$ cat src/rtl/fifo_wr_skid_if.sv
// Upstream valid/ready stream into the FIFO write-side skid front end.
// The producer drives data/valid and sees a registered ready.
interface fifo_wr_skid_if #(
  parameter int C_WIDTH = 32
);
  logic [C_WIDTH-1:0] S_DATA;
  logic               S_VALID;
  logic               S_READY;

  modport master (
    output S_DATA,
    output S_VALID,
    input  S_READY
  );

  modport slave (
    input  S_DATA,
    input  S_VALID,
    output S_READY
  );
endinterface

$ cat src/rtl/fifo_wr_skid.sv
// Write-side skid front end: valid/ready stream in, FIFO write port out.
// Two-entry buffer keeps S_READY registered while WR_FULL throttles.
module fifo_wr_skid #(
  parameter int C_WIDTH     = 32,
  parameter int C_CNT_WIDTH = 16
) (
  input  logic                   CLK,
  input  logic                   RST_N,
  fifo_wr_skid_if.slave          s,
  output logic [C_WIDTH-1:0]     WR_DATA,
  output logic                   WR_EN,
  input  logic                   WR_FULL,
  output logic [1:0]             OCCUPANCY,
  output logic [C_CNT_WIDTH-1:0] WR_CNT
);

  logic [C_WIDTH-1:0]     main_data;
  logic                   main_valid;
  logic [C_WIDTH-1:0]     skid_data;
  logic                   skid_valid;
  logic                   skid_valid_nxt;
  logic                   ready_q;
  logic [C_CNT_WIDTH-1:0] cnt_q;
  logic                   accept;
  logic                   drain;

  assign accept = s.S_VALID & ready_q;
  assign drain  = main_valid & ~WR_FULL;

  assign s.S_READY = ready_q;
  assign WR_DATA   = main_data;
  assign WR_EN     = drain;
  assign OCCUPANCY = {1'b0, main_valid} + {1'b0, skid_valid};
  assign WR_CNT    = cnt_q;

  // A drain always empties the skid; it only fills when main is stuck.
  always_comb begin
    skid_valid_nxt = skid_valid;
    if (drain)
      skid_valid_nxt = 1'b0;
    else if (accept && main_valid)
      skid_valid_nxt = 1'b1;
  end

  always_ff @(posedge CLK) begin
    if (!RST_N) begin
      main_data  <= '0;
      main_valid <= 1'b0;
      skid_data  <= '0;
      skid_valid <= 1'b0;
      ready_q    <= 1'b0;
      cnt_q      <= '0;
    end else begin
      skid_valid <= skid_valid_nxt;
      ready_q    <= ~skid_valid_nxt;
      if (accept)
        cnt_q <= cnt_q + 1'b1;
      if (drain) begin
        if (skid_valid) begin
          main_data <= skid_data;
        end else if (accept) begin
          main_data <= s.S_DATA;
        end else begin
          main_valid <= 1'b0;
        end
      end else if (accept) begin
        if (!main_valid) begin
          main_data  <= s.S_DATA;
          main_valid <= 1'b1;
        end else begin
          skid_data <= s.S_DATA;
        end
      end
    end
  end

endmodule
$ cat src/flat_wrapper.sv
// flat-port wrapper written by rule: the top's interface ports become plain ports
module fifo_wr_skid_flat 
#(
  parameter int C_WIDTH     = 32,
  parameter int C_CNT_WIDTH = 16
)
  (CLK, RST_N, WR_DATA, WR_EN, WR_FULL, OCCUPANCY, WR_CNT, s_S_DATA, s_S_VALID, s_S_READY);
  fifo_wr_skid_if #(.C_WIDTH(C_WIDTH)) s_i ();
  input  logic CLK;
  input  logic RST_N;
  output logic [C_WIDTH-1:0] WR_DATA;
  output logic WR_EN;
  input  logic WR_FULL;
  output logic [1:0] OCCUPANCY;
  output logic [C_CNT_WIDTH-1:0] WR_CNT;
  input wire logic [$bits(s_i.S_DATA)-1:0] s_S_DATA;
  input wire logic [$bits(s_i.S_VALID)-1:0] s_S_VALID;
  output wire logic [$bits(s_i.S_READY)-1:0] s_S_READY;
  assign s_i.S_DATA = s_S_DATA;
  assign s_i.S_VALID = s_S_VALID;
  assign s_S_READY = s_i.S_READY;
  fifo_wr_skid #(.C_WIDTH(C_WIDTH), .C_CNT_WIDTH(C_CNT_WIDTH)) u_core (.CLK(CLK), .RST_N(RST_N), .s(s_i), .WR_DATA(WR_DATA), .WR_EN(WR_EN), .WR_FULL(WR_FULL), .OCCUPANCY(OCCUPANCY), .WR_CNT(WR_CNT));
endmodule
$ cat config.mk
export PLATFORM = sky130hd
export DESIGN_NAME = fifo_wr_skid_flat
export DESIGN_NICKNAME = d
export VERILOG_FILES = /design/src/rtl/fifo_wr_skid_if.sv /design/src/rtl/fifo_wr_skid.sv /design/src/flat_wrapper.sv
export SDC_FILE = /design/constraint.sdc
export NUM_CORES = 1
export LEC_CHECK = 0
export ABC_CLOCK_PERIOD_IN_PS = 1300
export BUFFER_PORTS_ARGS = -buffer_cell sky130_fd_sc_hd__buf_2
export CORE_MARGIN = 2
export CORE_UTILIZATION = 45
export DETAILED_ROUTE_END_ITERATION = 12
export PLACE_DENSITY = 0.72
export SYNTH_ARGS = -nofsm -noshare
export SYNTH_HDL_FRONTEND = slang
export SYNTH_SLANG_ARGS = --single-unit
$ cat constraint.sdc
create_clock -name CLK -period 1.3 [get_ports CLK]
set_input_delay 0.065 -clock CLK [delete_from_list [all_inputs] [get_ports CLK]]
set_output_delay 0.065 -clock CLK [all_outputs]
set_load 0.02 [all_outputs]
Yosys cells after proc, flatten, opt, wreduce, memory -nomap -nowiden
Index checks and enable logic that the tools add are counted.
{"block": "word_totals", "ff_bits": 83, "in_bits": 36, "output_inout_bits": 52, "word_cells": 33}
{"block": "classes", "addsub": 2, "eq_ne": 3, "mux": 11, "bitwise_logic": 5, "reduce_logical": 6}
{"operator": "$mux 32", "n": 5}
{"operator": "$add 16x1->16 const B", "n": 1}
{"operator": "$reduce_and 3->1", "n": 3}
{"operator": "$mux 1", "n": 6}
{"operator": "$ne 2x2->1 const B", "n": 3}
{"operator": "$reduce_bool 2->1", "n": 2}
{"operator": "$not 1->1", "n": 3}
{"operator": "$add 1x1->2", "n": 1}
{"operator": "$and 1x1->1", "n": 2}
{"operator": "$logic_and 1x1->1", "n": 1}

Logic depth before layout (Yosys ltp)
{"block": "logic_depth", "ltp_word": 5, "depth_mapped": 7, "ltp_nobuf": 5}

Worst setup path after synthesis
OpenSTA, ideal clock, no wires.
{"block": "synth_timing", "kind": "register to register", "from": "register u_core.cnt_q[3] (netlist: u_core.WR_CNT[3])", "to": "register u_core.cnt_q[15] (netlist: u_core.WR_CNT[15])", "setup_ns": 0.135, "t_arrival_ns": 1.517, "t_required_ns": 1.165, "slack_ns": -0.353, "path_stages_with_launch": 5, "path_buffers": 0, "synth_period_minus_slack_ns": 1.653, "cell_sequence": "dfxtp_1 -> nand4_2 -> or3_1 -> o311ai_0 -> o41ai_1"}
{"block": "synth_between", "elab_chain_cells": 1}
{"item": "from (decl)", "line": "fifo_wr_skid.sv:23", "rtl": "logic [C_CNT_WIDTH-1:0] cnt_q;"}
{"item": "from (signal assigned)", "line": "fifo_wr_skid.sv:57", "rtl": "cnt_q <= cnt_q + 1'b1;"}
{"item": "$add 16x1->16", "line": "fifo_wr_skid.sv:57"}
Every way passes these cells.
A chain may end at the register's enable or synchronous reset.

Final worst setup path
{"block": "layout_timing", "from": "register u_core.ready_q (netlist: u_core.s.S_READY)", "to": "register u_core.main_data[6] (netlist: u_core.WR_DATA[6])"}
{"block": "layout_between", "elab_chain_cells": 3, "elab_cells_between_ends": 4, "classes_between": "bitwise: 1; reduce/logical: 3"}
{"item": "from (decl)", "line": "fifo_wr_skid.sv:22", "rtl": "logic ready_q;"}
{"item": "from (signal assigned)", "line": "fifo_wr_skid.sv:55", "rtl": "ready_q <= ~skid_valid_nxt;"}
{"item": "$and 1x1->1 (*)", "line": "fifo_wr_skid.sv:27", "rtl": "assign accept = s.S_VALID & ready_q;"}
{"item": "$reduce_bool 2->1 (no line)"}
{"item": "$reduce_and 3->1 (no line) (*)"}
{"item": "to (signal assigned)", "line": "fifo_wr_skid.sv:60", "rtl": "main_data <= skid_data;"}
{"item": "to (signal assigned)", "line": "fifo_wr_skid.sv:62", "rtl": "main_data <= s.S_DATA;"}
{"item": "to (signal assigned)", "line": "fifo_wr_skid.sv:68", "rtl": "main_data <= s.S_DATA;"}
{"item": "to (decl)", "line": "fifo_wr_skid.sv:17", "rtl": "logic [C_WIDTH-1:0] main_data;"}
Mark *: on every way between the ends. The rest lies on a longest branch, timed or not.

==> results.md <==
- Final max-slew violation count: 0
- Non-Filler Instances: 679
- Highest clock rate: 732 MHz
- Synth-to-Final Area Change: 63.2%
- Worst-path clk slew: 0.09 ns
- Later-pin clock latency in the skew report: 0.36 ns
- Initial antenna violation count: 0
- Detail Placement HPWL: 5670 um
- PwrDens: 989 nW/um^2
- CTS tree: yes
- Cells on worst reg2reg path: 6
- H-tree Lvls: 3
- Worst-path fanout max: 8
- Max_cap viols: 0
- Final period util: 1.05
- Mean Syn Cell Area: 7.99 sq um
- Worst setup margin: -0.0652 ns
- DR WL/cell: 16.5 um
- Site row count: 31
- Total clock sinks: 83
- Startpoint Class: flop
- Nets: 613
- Worst-margin pin slew: 0.332 ns
- 1st-iter DRT viols: 198
- Post-Syn Area: 3360 sq um
- First-pass GRT wire length: 15700 um
- Antenna Nets Post-Route: 0
- Setup_tns: -0.351 ns
- Clock Skews: 0.0138 ns
- DRC Markers: 0
- Unrepaired setup endpoints after global routing: true
- All-Layer GR Usage: 0.237
- Port Buffers: 87
- Cell variety after synth: 30
- Layout cell share with drive strength beyond 1: 0.421
- Vias in the first global route: 3283
- Final GP Congestion: 0.805
- Place WS: -0.0523 ns
- Maximum vdd drop: 0.595 mV
- Vias/cell: 5.52
- WL final: 11200 um
- Die ar.: 8180 sq um
- Diode count: 0
- Post-route minimum period: 1.37 ns
- Clock buffer depth: 2
- Data arrival, critical path: 1.63 ns
- Worst endpoint required time: 1.56 ns
- Largest net degree at the start of global routing: 45
- Crit. End Element: flop
- Via Count: 3747
- I/O pin count: 88
- Hold crit path type: primary input to flop
- Placed cell count: 607
- CTS buffer count: 9
- Grt ovf: 0
- Synth warnings: 0
- Endpoints failing hold: 0
- Syn Nets: 459
- WHS Path Cells: 3
- Initial core utilization: 0.464
- Final number of setup-violating endpoints: 11
- Failing checks: negative setup slack
- Register area share after synthesis: 0.494
- Count of state elements after synthesis: 83
- Fillers: 503
- Kind of critical path: flop to flop
- Outcome: finished with violations
- Die Wd: 90.5 um
- Chip height: 90.5 um
- Mapped Cells: 421
- Pleak: 2.21 nW
- Normalized max-slew margin: 0.777
- First-pass DRT Iterations: 5
- Core area: 7250 sq um
- CTS Root Cell: clkbuf_8
-- timing repair --
action	4_1_cts	5_1_grt
hold buffers	32	0
setup endpoints to repair	32	44
cloned	4	7
buffers inserted	7	6
pin swaps	3	39
hold endpoints to repair	64	0
gates resized for setup	17	91
-- critical path: stages (launching register included) --
cell and delay (ns):
dfxtp_4 0.38, nand2_4 0.05, a22oi_2 0.16, buf_6 0.22, clkbuf_16 0.20, nor2_4 0.04, a311oi_1 0.24
-- cell type report --
cell class | instances | area [sq um] | share of cell area
Clock buffer | 10 | 149 | 0.0271
Clock inverter | 6 | 45.0 | 0.00821
Inverter | 3 | 11.3 | 0.00205
Multi-Input combinational cell | 302 | 1970 | 0.358
Sequential cell | 83 | 1720 | 0.313
Tap cell | 99 | 124 | 0.0226
Timing Repair Buffer | 176 | 1480 | 0.269
-- registers in the layout, summed over array words and instances (netlist names) --
register           count
u_core.WR_DATA        32
u_core.skid_data      32
u_core.WR_CNT         16
u_core.main_valid      1
u_core.s.S_READY       1
u_core.skid_valid      1
-- cells in the mapped netlist, drive strengths merged --
library cell,number,area [sq um]
a311oi,32,280
a22oi,1,12.5
nand2,108,405
clkbuf,22,82.6
inv,3,11.3
nand3,39,195
nor3,2,10.0
mux2i,1,10.0
ha,2,25.0
nor4,3,18.8
and2,1,6.26
nor2b,1,6.26
a21oi,37,185
o311ai,1,8.76
o21ai,4,20.0
xnor2,3,26.3
nor2,44,165
xor2,7,61.3
buf,11,53.8
nand4,5,37.5
and3,1,6.26
or3,4,25.0
and4,3,27.5
dfxtp,83,1660
nand2b,2,12.5
o41ai,1,8.76
-- metal layers --
metal | global-route usage | up-vias | wire length (um)
met5 | 0 | - | 0
met4 | 0.103 | 0 | 251
met3 | 0.0392 | 23 | 600
met2 | 0.410 | 146 | 6060
met1 | 0.291 | 1799 | 4320
li1 | - | 1779 | -
-- stage by stage --
stage / total power, W / hold WS (ns) / utilization / cell area (sq um)
final: 0.00543 / 0.0299 / 0.757 / 5490
after global routing: 0.00564 / 0.0457 / 0.757 / 5490
after global placement: 0.00331 / 0.320 / 0.577 / 4190
after detailed placement: 0.00332 / 0.323 / 0.577 / 4190
after CTS: 0.00525 / 0.00701 / 0.675 / 4890
after floorplan: 0.00308 / 0.201 / - / 3510
-- worst paths after layout --
check | from | end | slack [ns]
setup reg to reg | u_core.s.S_READY$_SDFF_PN0_ | u_core.WR_DATA[6]$_SDFFE_PN0P_ | -0.07
hold / removal | RST_N | u_core.WR_CNT[11]$_SDFFE_PN0P_ | 0.03
setup / recovery | u_core.s.S_READY$_SDFF_PN0_ | u_core.WR_DATA[6]$_SDFFE_PN0P_ | -0.07
hold reg to reg | u_core.skid_data[3]$_SDFFE_PN0P_ | u_core.skid_data[3]$_SDFFE_PN0P_ | 0.46
-- where the power goes --
group | switching [W] | internal (W) | total, W
Clock | 0.000986 | 0.000821 | 0.00181
Sequential | 0.0000763 | 0.00261 | 0.00269
Combinational | 0.000491 | 0.000439 | 0.000930
-- cells by family (layout without fill, tap and decap cells) --
logic type	Yosys count	after routing	synth area share
AO/OA/AOI/OAI	76	76	0.153
XOR/XNOR	10	10	0.0260
adder cells (fa/ha/maj)	2	2	0.00744
buffers and inverters	36	195	0.0439
flip-flops	83	83	0.494
multiplexers	1	1	0.00298
AND/OR/NAND/NOR	213	213	0.272
-- cells in the final DEF (no fill, tap or decap), types with 10 or more instances in the layout --
cell type	Yosys	layout
buf_2	10	85
buf_4	0	31
nand2_1	108	104
nand3_1	39	29
a311oi_2	0	17
nor2_2	0	12
dfxtp_1	83	67
dlygate4sd3_1	0	32
buf_6	0	10
nor2_1	44	23
a311oi_1	32	15
dfxtp_4	0	14
a21oi_1	37	36
Power figures use the tool's default switching activity.
